$ cat src/rtl/cacheline_adaptor_if.sv
// Cache-side and memory-side signal bundle for cacheline_adaptor.
// The adaptor uses the slave modport; the driving environment uses master.
interface cacheline_adaptor_if #(
  parameter int unsigned LINE_WIDTH  = 256,
  parameter int unsigned BURST_WIDTH = 64,
  parameter int unsigned ADDR_WIDTH  = 32
);

  // Cache side
  logic                   read_i;
  logic                   write_i;
  logic [ADDR_WIDTH-1:0]  address_i;
  logic [LINE_WIDTH-1:0]  line_i;
  logic [LINE_WIDTH-1:0]  line_o;
  logic                   resp_o;

  // Memory side
  logic [ADDR_WIDTH-1:0]  address_o;
  logic                   read_o;
  logic                   write_o;
  logic [BURST_WIDTH-1:0] burst_o;
  logic [BURST_WIDTH-1:0] burst_i;
  logic                   resp_i;

  modport slave (
    input  read_i, write_i, address_i, line_i, burst_i, resp_i,
    output line_o, resp_o, address_o, read_o, write_o, burst_o
  );

  modport master (
    output read_i, write_i, address_i, line_i, burst_i, resp_i,
    input  line_o, resp_o, address_o, read_o, write_o, burst_o
  );

endinterface

$ cat src/rtl/cacheline_adaptor.sv
// Memory-side endpoint for the L1 line arrays: assembles fill bursts into a line
// and splits a writeback line into a burst. One transaction in flight at a time.
module cacheline_adaptor #(
  parameter int unsigned LINE_WIDTH  = 256,
  parameter int unsigned BURST_WIDTH = 64,
  parameter int unsigned ADDR_WIDTH  = 32
) (
  input  logic              clk,
  input  logic              rst,
  cacheline_adaptor_if.slave bus
);

  localparam int unsigned BEATS = LINE_WIDTH / BURST_WIDTH;
  localparam int unsigned OFS   = $clog2(LINE_WIDTH / 8);
  localparam int unsigned CW    = (BEATS > 1) ? $clog2(BEATS) : 1;
  localparam logic [CW-1:0] LastBeat = CW'(BEATS - 1);

  typedef enum logic [1:0] {StIdle, StRd, StWr, StDone} state_e;

  state_e                            state_q, state_d;
  logic [CW-1:0]                     count_q, count_d;
  logic [BEATS-1:0][BURST_WIDTH-1:0] line_q;
  logic [BEATS-1:0][BURST_WIDTH-1:0] wbuf_q;
  logic [ADDR_WIDTH-1:0]             addr_q;

  logic accept;
  logic capture;
  logic read_out;
  logic write_out;
  logic resp_out;

  always_comb begin
    state_d   = state_q;
    count_d   = count_q;
    accept    = 1'b0;
    capture   = 1'b0;
    read_out  = 1'b0;
    write_out = 1'b0;
    resp_out  = 1'b0;
    unique case (state_q)
      StIdle: begin
        // Writeback wins so a dirty victim leaves before its replacement arrives.
        if (bus.write_i) begin
          accept  = 1'b1;
          count_d = '0;
          state_d = StWr;
        end else if (bus.read_i) begin
          accept  = 1'b1;
          count_d = '0;
          state_d = StRd;
        end
      end
      StRd: begin
        read_out = 1'b1;
        if (bus.resp_i) begin
          capture = 1'b1;
          if (count_q == LastBeat) begin
            count_d = '0;
            state_d = StDone;
          end else begin
            count_d = count_q + CW'(1);
          end
        end
      end
      StWr: begin
        write_out = 1'b1;
        if (bus.resp_i) begin
          if (count_q == LastBeat) begin
            count_d = '0;
            state_d = StDone;
          end else begin
            count_d = count_q + CW'(1);
          end
        end
      end
      StDone: begin
        resp_out = 1'b1;
        state_d  = StIdle;
      end
      default: state_d = StIdle;
    endcase
  end

  always_ff @(posedge clk or posedge rst) begin
    if (rst) begin
      state_q <= StIdle;
      count_q <= '0;
    end else begin
      state_q <= state_d;
      count_q <= count_d;
    end
  end

  always_ff @(posedge clk or posedge rst) begin
    if (rst) begin
      line_q <= '0;
      wbuf_q <= '0;
      addr_q <= '0;
    end else begin
      if (accept) begin
        addr_q <= {bus.address_i[ADDR_WIDTH-1:OFS], {OFS{1'b0}}};
        wbuf_q <= bus.line_i;
      end
      if (capture) begin
        line_q[count_q] <= bus.burst_i;
      end
    end
  end

  assign bus.line_o    = line_q;
  assign bus.address_o = addr_q;
  assign bus.burst_o   = wbuf_q[count_q];
  assign bus.read_o    = read_out;
  assign bus.write_o   = write_out;
  assign bus.resp_o    = resp_out;

endmodule

$ cat src/flat_wrapper.sv
// flat-port wrapper written by rule: the top's interface ports become plain ports
module cacheline_adaptor_flat 
#(
  parameter int unsigned LINE_WIDTH  = 256,
  parameter int unsigned BURST_WIDTH = 64,
  parameter int unsigned ADDR_WIDTH  = 32
)
  (clk, rst, bus_read_i, bus_write_i, bus_address_i, bus_line_i, bus_burst_i, bus_resp_i, bus_line_o, bus_resp_o, bus_address_o, bus_read_o, bus_write_o, bus_burst_o);
  cacheline_adaptor_if #(.LINE_WIDTH(LINE_WIDTH), .BURST_WIDTH(BURST_WIDTH), .ADDR_WIDTH(ADDR_WIDTH)) bus_i ();
  input  logic clk;
  input  logic rst;
  input wire logic [$bits(bus_i.read_i)-1:0] bus_read_i;
  input wire logic [$bits(bus_i.write_i)-1:0] bus_write_i;
  input wire logic [$bits(bus_i.address_i)-1:0] bus_address_i;
  input wire logic [$bits(bus_i.line_i)-1:0] bus_line_i;
  input wire logic [$bits(bus_i.burst_i)-1:0] bus_burst_i;
  input wire logic [$bits(bus_i.resp_i)-1:0] bus_resp_i;
  output wire logic [$bits(bus_i.line_o)-1:0] bus_line_o;
  output wire logic [$bits(bus_i.resp_o)-1:0] bus_resp_o;
  output wire logic [$bits(bus_i.address_o)-1:0] bus_address_o;
  output wire logic [$bits(bus_i.read_o)-1:0] bus_read_o;
  output wire logic [$bits(bus_i.write_o)-1:0] bus_write_o;
  output wire logic [$bits(bus_i.burst_o)-1:0] bus_burst_o;
  assign bus_i.read_i = bus_read_i;
  assign bus_i.write_i = bus_write_i;
  assign bus_i.address_i = bus_address_i;
  assign bus_i.line_i = bus_line_i;
  assign bus_i.burst_i = bus_burst_i;
  assign bus_i.resp_i = bus_resp_i;
  assign bus_line_o = bus_i.line_o;
  assign bus_resp_o = bus_i.resp_o;
  assign bus_address_o = bus_i.address_o;
  assign bus_read_o = bus_i.read_o;
  assign bus_write_o = bus_i.write_o;
  assign bus_burst_o = bus_i.burst_o;
  cacheline_adaptor #(.LINE_WIDTH(LINE_WIDTH), .BURST_WIDTH(BURST_WIDTH), .ADDR_WIDTH(ADDR_WIDTH)) u_core (.clk(clk), .rst(rst), .bus(bus_i));
endmodule
$ cat config.mk
export PLATFORM = sky130hd
export DESIGN_NAME = cacheline_adaptor_flat
export DESIGN_NICKNAME = d
export VERILOG_FILES = /design/src/rtl/cacheline_adaptor_if.sv /design/src/rtl/cacheline_adaptor.sv /design/src/flat_wrapper.sv
export SDC_FILE = /design/constraint.sdc
export NUM_CORES = 1
export LEC_CHECK = 0
export CELL_PAD_IN_SITES_DETAIL_PLACEMENT = 1
export CELL_PAD_IN_SITES_GLOBAL_PLACEMENT = 1
export CORE_AREA = 3 3 278 280
export CTS_BUF_LIST = sky130_fd_sc_hd__clkbuf_8
export DETAILED_ROUTE_END_ITERATION = 8
export DIE_AREA = 0 0 281 283
export MAX_ROUTING_LAYER = met4
export PLACE_DENSITY = 0.7
export SLEW_MARGIN = 10
export SYNTH_ARGS = -nofsm -noshare
export SYNTH_HDL_FRONTEND = slang
export SYNTH_SLANG_ARGS = --single-unit
export TNS_END_PERCENT = 30
$ cat constraint.sdc
create_clock -name clk -period 33.2 [get_ports clk]
set_input_delay 6.64 -clock clk [delete_from_list [all_inputs] [get_ports clk]]
set_output_delay 6.64 -clock clk [all_outputs]
set_load 0.05 [all_outputs]
==> Word level (Yosys, flattened, before mapping) <==
Index checks and enable logic that the tools add are counted.
{ "totals": {"output_inout_bits": 355, "elab_cells": 50, "regBits": 543, "input_bits": 357} }
{ "classes": {"reduce_logical": 6, "eq_ne": 7, "muxes": 23, "add_sub_neg": 1, "n_lt_le_gt_ge": 2} }
{ "op_table": {"columns": ["op", "n"], "rows": [
  ["$bwmux 256", 1],
  ["$bmux 64 s2", 1],
  ["$demux 64 s2", 1],
  ["$mux 64", 2],
  ["$mux 2", 8],
  ["$mux 1", 8],
  ["$eq 2x2->1 const B", 3],
  ["$pmux 2 s3", 1],
  ["$reduce_and 3->1", 2],
  ["$ne 2x1->1 const B", 2],
  ["$pmux 2 s2", 1],
  ["$lt 2x3->1 const B", 1],
  ["$ne 3x3->1 const B", 1],
  ["$add 2x1->2 const B", 1],
  ["$eq 2x1->1 const B", 1],
  ["$ge 2x1->1 const B", 1],
  ["$logic_not 2->1", 1],
  ["$reduce_bool 2->1", 1],
  ["$reduce_or 2->1", 1],
  ["$logic_and 1x1->1", 1]
]} }

==> Logic depth before layout (Yosys ltp) <==
{ "logic_depth": {"ltp_word": 5, "ltp_mapped": 7} }

==> Least setup slack after synthesis <==
OpenSTA, ideal clock, no wires.
{ "synth_path": {"path_type": "flip-flop to output port", "start": "register u_core.count_q[0]", "end": "output bus_burst_o[10]", "setup_slack_ns": 25.004, "stages_incl_launch_ff": 4, "arrival_ns": 1.556, "required_time_ns": 26.560, "cell_sequence": "dfrtp_1 > buf_2 > buf_4 > mux4_2"} }
{ "synth_between": {"elab_chain_len": 2} }
{ "synth_rtl": {"columns": ["item", "line_no", "source"], "rows": [
  ["start, declared", "cacheline_adaptor.sv:21", "logic [CW-1:0] count_q, count_d;"],
  ["start signal, assigned", "cacheline_adaptor.sv:90", "count_q <= count_d;"],
  ["$bmux 64 s2", "cacheline_adaptor.sv:112", "assign bus.burst_o = wbuf_q[count_q];"],
  ["$mux 64 (implied by the code)", "cacheline_adaptor.sv:112", null],
  ["end, declared", "flat_wrapper.sv:23", "output wire logic [$bits(bus_i.burst_o)-1:0] bus_burst_o;"]
]} }
No other way between the ends. The select of a mux whose other input is x is not followed.

==> Worst setup path after layout <==
{ "layout_path": {"start": "register u_core.count_q[0]", "end": "output bus_burst_o[63]"} }
Same word-level chain as after synthesis.

==> results.py <==
metrics = {
    "outcome": {
        "status": "finished, final reports clean",
    },
    "synth": {
        "yosysTopAreaCellShare_pct": 61.8,
        "syn-cell-area_um2": 22000,
        "synth_edf_count": 0,
        "yosysTopAreaCell": "dfrtp_1",
        "yosys_register_bits": 543,
        "synth_sequential_area_ratio_pct": 61.8,
        "netlist_top_cells_area": "dfrtp_1 62%, mux2_2 28%, mux4_2 6.6%",
        "postSynth.topFlopCell": "dfrtp_1",
        "ys_warn_count": 0,
        "async_reset_ff_share_pct": 100,
        "synth.distinct_cells": 24,
        "postSynthCellCount": 1258,
        "syn_avg_cell_area_um2": 17.5,
    },
    "power": {
        "p_seq_share_pct": 30.5,
        "clkPwrFrac_pct": 16.1,
        "combPwrFrac_pct": 53.5,
        "net-switching-power_uw": 1680,
        "p_int_uw": 2160,
        "switching_share_pct": 43.7,
        "ir_drop_v": 0.0000626,
        "powerDensity_nw_per_um2": 121,
        "leakage_uw": 0.0134,
    },
    "worst_setup_path": {
        "crit-reg2reg-capture": "u_core.bus.address_o[14]$_DFFE_PP0P_",
        "worst_setup_path_end_kind": "output pin",
        "criticalPathCategory": "flop to output pin",
        "timing.critical_path.fanout_max": 36,
        "worst-r2r-setup-slack_ps": 29250,
        "worst_ep_arrival_time_ps": 3790,
        "r2r.worst_path.cells": 7,
        "crit_required_ps": 26560,
        "worstSetupStartpointType": "flop",
        "timing.rr.start": "u_core.state_q[0]$_DFFE_PP0P_",
    },
    "sta": {
        "rsz0062_at_grt": "false",
        "worst_slack_ps": 22770,
        "max_clock_freq_mhz": 95.9,
        "timing.slew.headroom_pct": 25.8,
        "final.setup_skew_ps": 24.2,
        "final_hold_viol_count": 0,
        "drv_slew": 0,
        "finalCritPeriodShare_pct": 31.4,
        "worst_margin_slew_ps": 1110,
        "setup_viol": 0,
        "timing.setup.tns_ps": 0,
        "timing.final.crit_period_ps": 10430,
    },
    "finish": {
        "final_cell_mix": "701 x clkdlybuf4s50_1, 541 x dfrtp_1, 539 x mux2_2",
        "stdcell_area_um2": 31800,
        "layout_commonest_cell": "clkdlybuf4s50_1",
        "finalNonFillerCells": 3058,
        "drive_above_1_share_pct": 36.7,
        "fin_nets": 2368,
        "area_growth_pct": 44.5,
    },
    "detailed_routing": {
        "vias": 13902,
        "ant_nets": 0,
        "drt_iter0_markers": 441,
        "detail_route.wirelength_um": 67200,
        "drt-pass1-iter-count": 4,
        "route.detailed.drc": 0,
        "vias_per_cell": 4.55,
        "drt-wirelength-per-cell_um": 22.0,
    },
    "grt": {
        "global_route.overflow_total": 0,
        "grt_antenna_before_repair": 22,
        "globalRouteTotalUtil_pct": 17.0,
        "grt_max_degree": 168,
        "vias_in_the_first_global_route": 15936,
        "global_route_wire_length_before_repair_um": 99500,
    },
    "clock_network": {
        "cts_repair_resize_count": 0,
        "cts_buffers": 97,
        "worst_skew_pair_later_pin_latency_ps": 680,
        "maximum_clock_insertion_buffer_count": 3,
        "clock-sinks": 543,
        "postCtsSetupBuffers": 0,
        "clock_edge_transition_at_the_registers_on_the_reported_setup_and_hold_paths_ps": 60,
        "clockRootBuffer": "clkbuf_8",
        "htreeDepth": 3,
        "cts_tree": "built",
        "cts_hold_buf": 0,
    },
    "hold_path": {
        "worstHoldPathCells": 1,
        "holdCritPathClass": "flop to flop",
        "worstHoldEndpoint": "u_core.wbuf_q[239]$_DFFE_PP0P_",
        "min_from": "u_core.wbuf_q[239]$_DFFE_PP0P_",
    },
    "place": {
        "numPlacedInstances": 2872,
        "postPlaceCellArea_um2": 29800,
        "dp_worst_setup_slack_ps": 22470,
        "post-dp-hpwl_um": 48600,
        "io_buffers": 701,
        "gp_congestion": 0.780,
    },
    "die": {
        "core_um2": 74700,
        "die_height_um": 283,
        "floorplan.initialDensity_pct": 29.4,
        "die_area_um2": 79500,
        "io-pin-count": 712,
        "floorplan.die.width_um": 281,
        "fp_rows": 100,
    },
    "flow_run": {
        "maxCapViolations": 0,
    },
}
==> cell families after synthesis <==
| group | share of synthesized area, % |
|---|---|
| DFF | 61.8 |
| other | 0.0171 |
| AOI/OAI and AO/OA | 0.182 |
| muxes | 34.3 |
| and+or+nand+nor | 0.347 |
| buffers and inverters | 2.86 |
| adders and majority gates | 0.512 |
==> cells in the mapped netlist (2+ instances only) <==
| cell | count |
|---|---|
| dfrtp_1 | 543 |
| mux2_2 | 539 |
| mux4_2 | 64 |
| buf_4 | 44 |
| buf_6 | 12 |
| ha_1 | 9 |
| buf_2 | 7 |
| clkbuf_8 | 6 |
| inv_1 | 6 |
| clkbuf_1 | 5 |
| nand3_2 | 4 |
| mux2i_1 | 3 |
| o21ai_0 | 3 |
| nand2_1 | 2 |
| o31ai_1 | 2 |
==> worst max path at each step <==
stage	startpoint	end	slack (ps)	cells past startpoint
2_1_floorplan	rst	u_core.bus.address_o[10]$_DFFE_PP0P_	11380	1
4_1_cts	u_core.count_q[0]$_DFFE_PP0P_	bus_burst_o[63]	22520	3
5_1_grt	u_core.count_q[0]$_DFFE_PP0P_	bus_burst_o[63]	22400	3
3_3_place_gp	bus_write_i	u_core.bus.address_o[17]$_DFFE_PP0P_	22550	6
3_5_place_dp	bus_write_i	u_core.bus.address_o[14]$_DFFE_PP0P_	22470	6
6_report	u_core.count_q[0]$_DFFE_PP0P_	bus_burst_o[63]	22770	3
==> power groups by stage <==
stage	Combinational, uW	Sequential [uW]	Clock (uW)
CTS	2080	1170	646
detailed placement	2070	1180	0
floorplan	873	1680	0
global placement	2040	1160	0
finish	2050	1170	616
global route	2140	1210	677
==> metrics by stage <==
step           power (uW)  hold WS (ps)  util, %
2_1_floorplan        2550           474        -
3_3_place_gp         3200           482     39.9
3_5_place_dp         3260           488     39.9
4_1_cts              3900           501     42.4
5_1_grt              4030           514     42.5
6_report             3840           499     42.5
==> worst max-delay path, stage by stage (launching register included) <==
cell and delay (ps):
dfrtp_4 910, buf_4 720, mux4_2 600, clkdlybuf4s50_1 830
==> per-layer routing <==
metal	global-route usage (%)	vias up	part of all wire, %
met5	-	-	0
met4	6.58	0	3.5
met3	7.42	128	9.9
met2	29.0	558	51
met1	17.1	7120	36
li1	-	6096	-
==> area by class of cell <==
type	instances	area [um^2]
fillers	7478	42900
flip-flops and latches	543	13600
multi-input cells	638	7830
repair buffers	716	7150
clock buffers	117	1610
well taps	969	1210
clock inverters	45	288
diodes	24	60.1
inverters	6	30.0
==> state kept, by name, indices dropped and copies added, names as in the netlist <==
register              count
u_core.bus.line_o       256
u_core.state_q            2
u_core.wbuf_q           256
u_core.bus.address_o     27
u_core.count_q            2
Note: power is estimated with default switching activity, not from simulation.
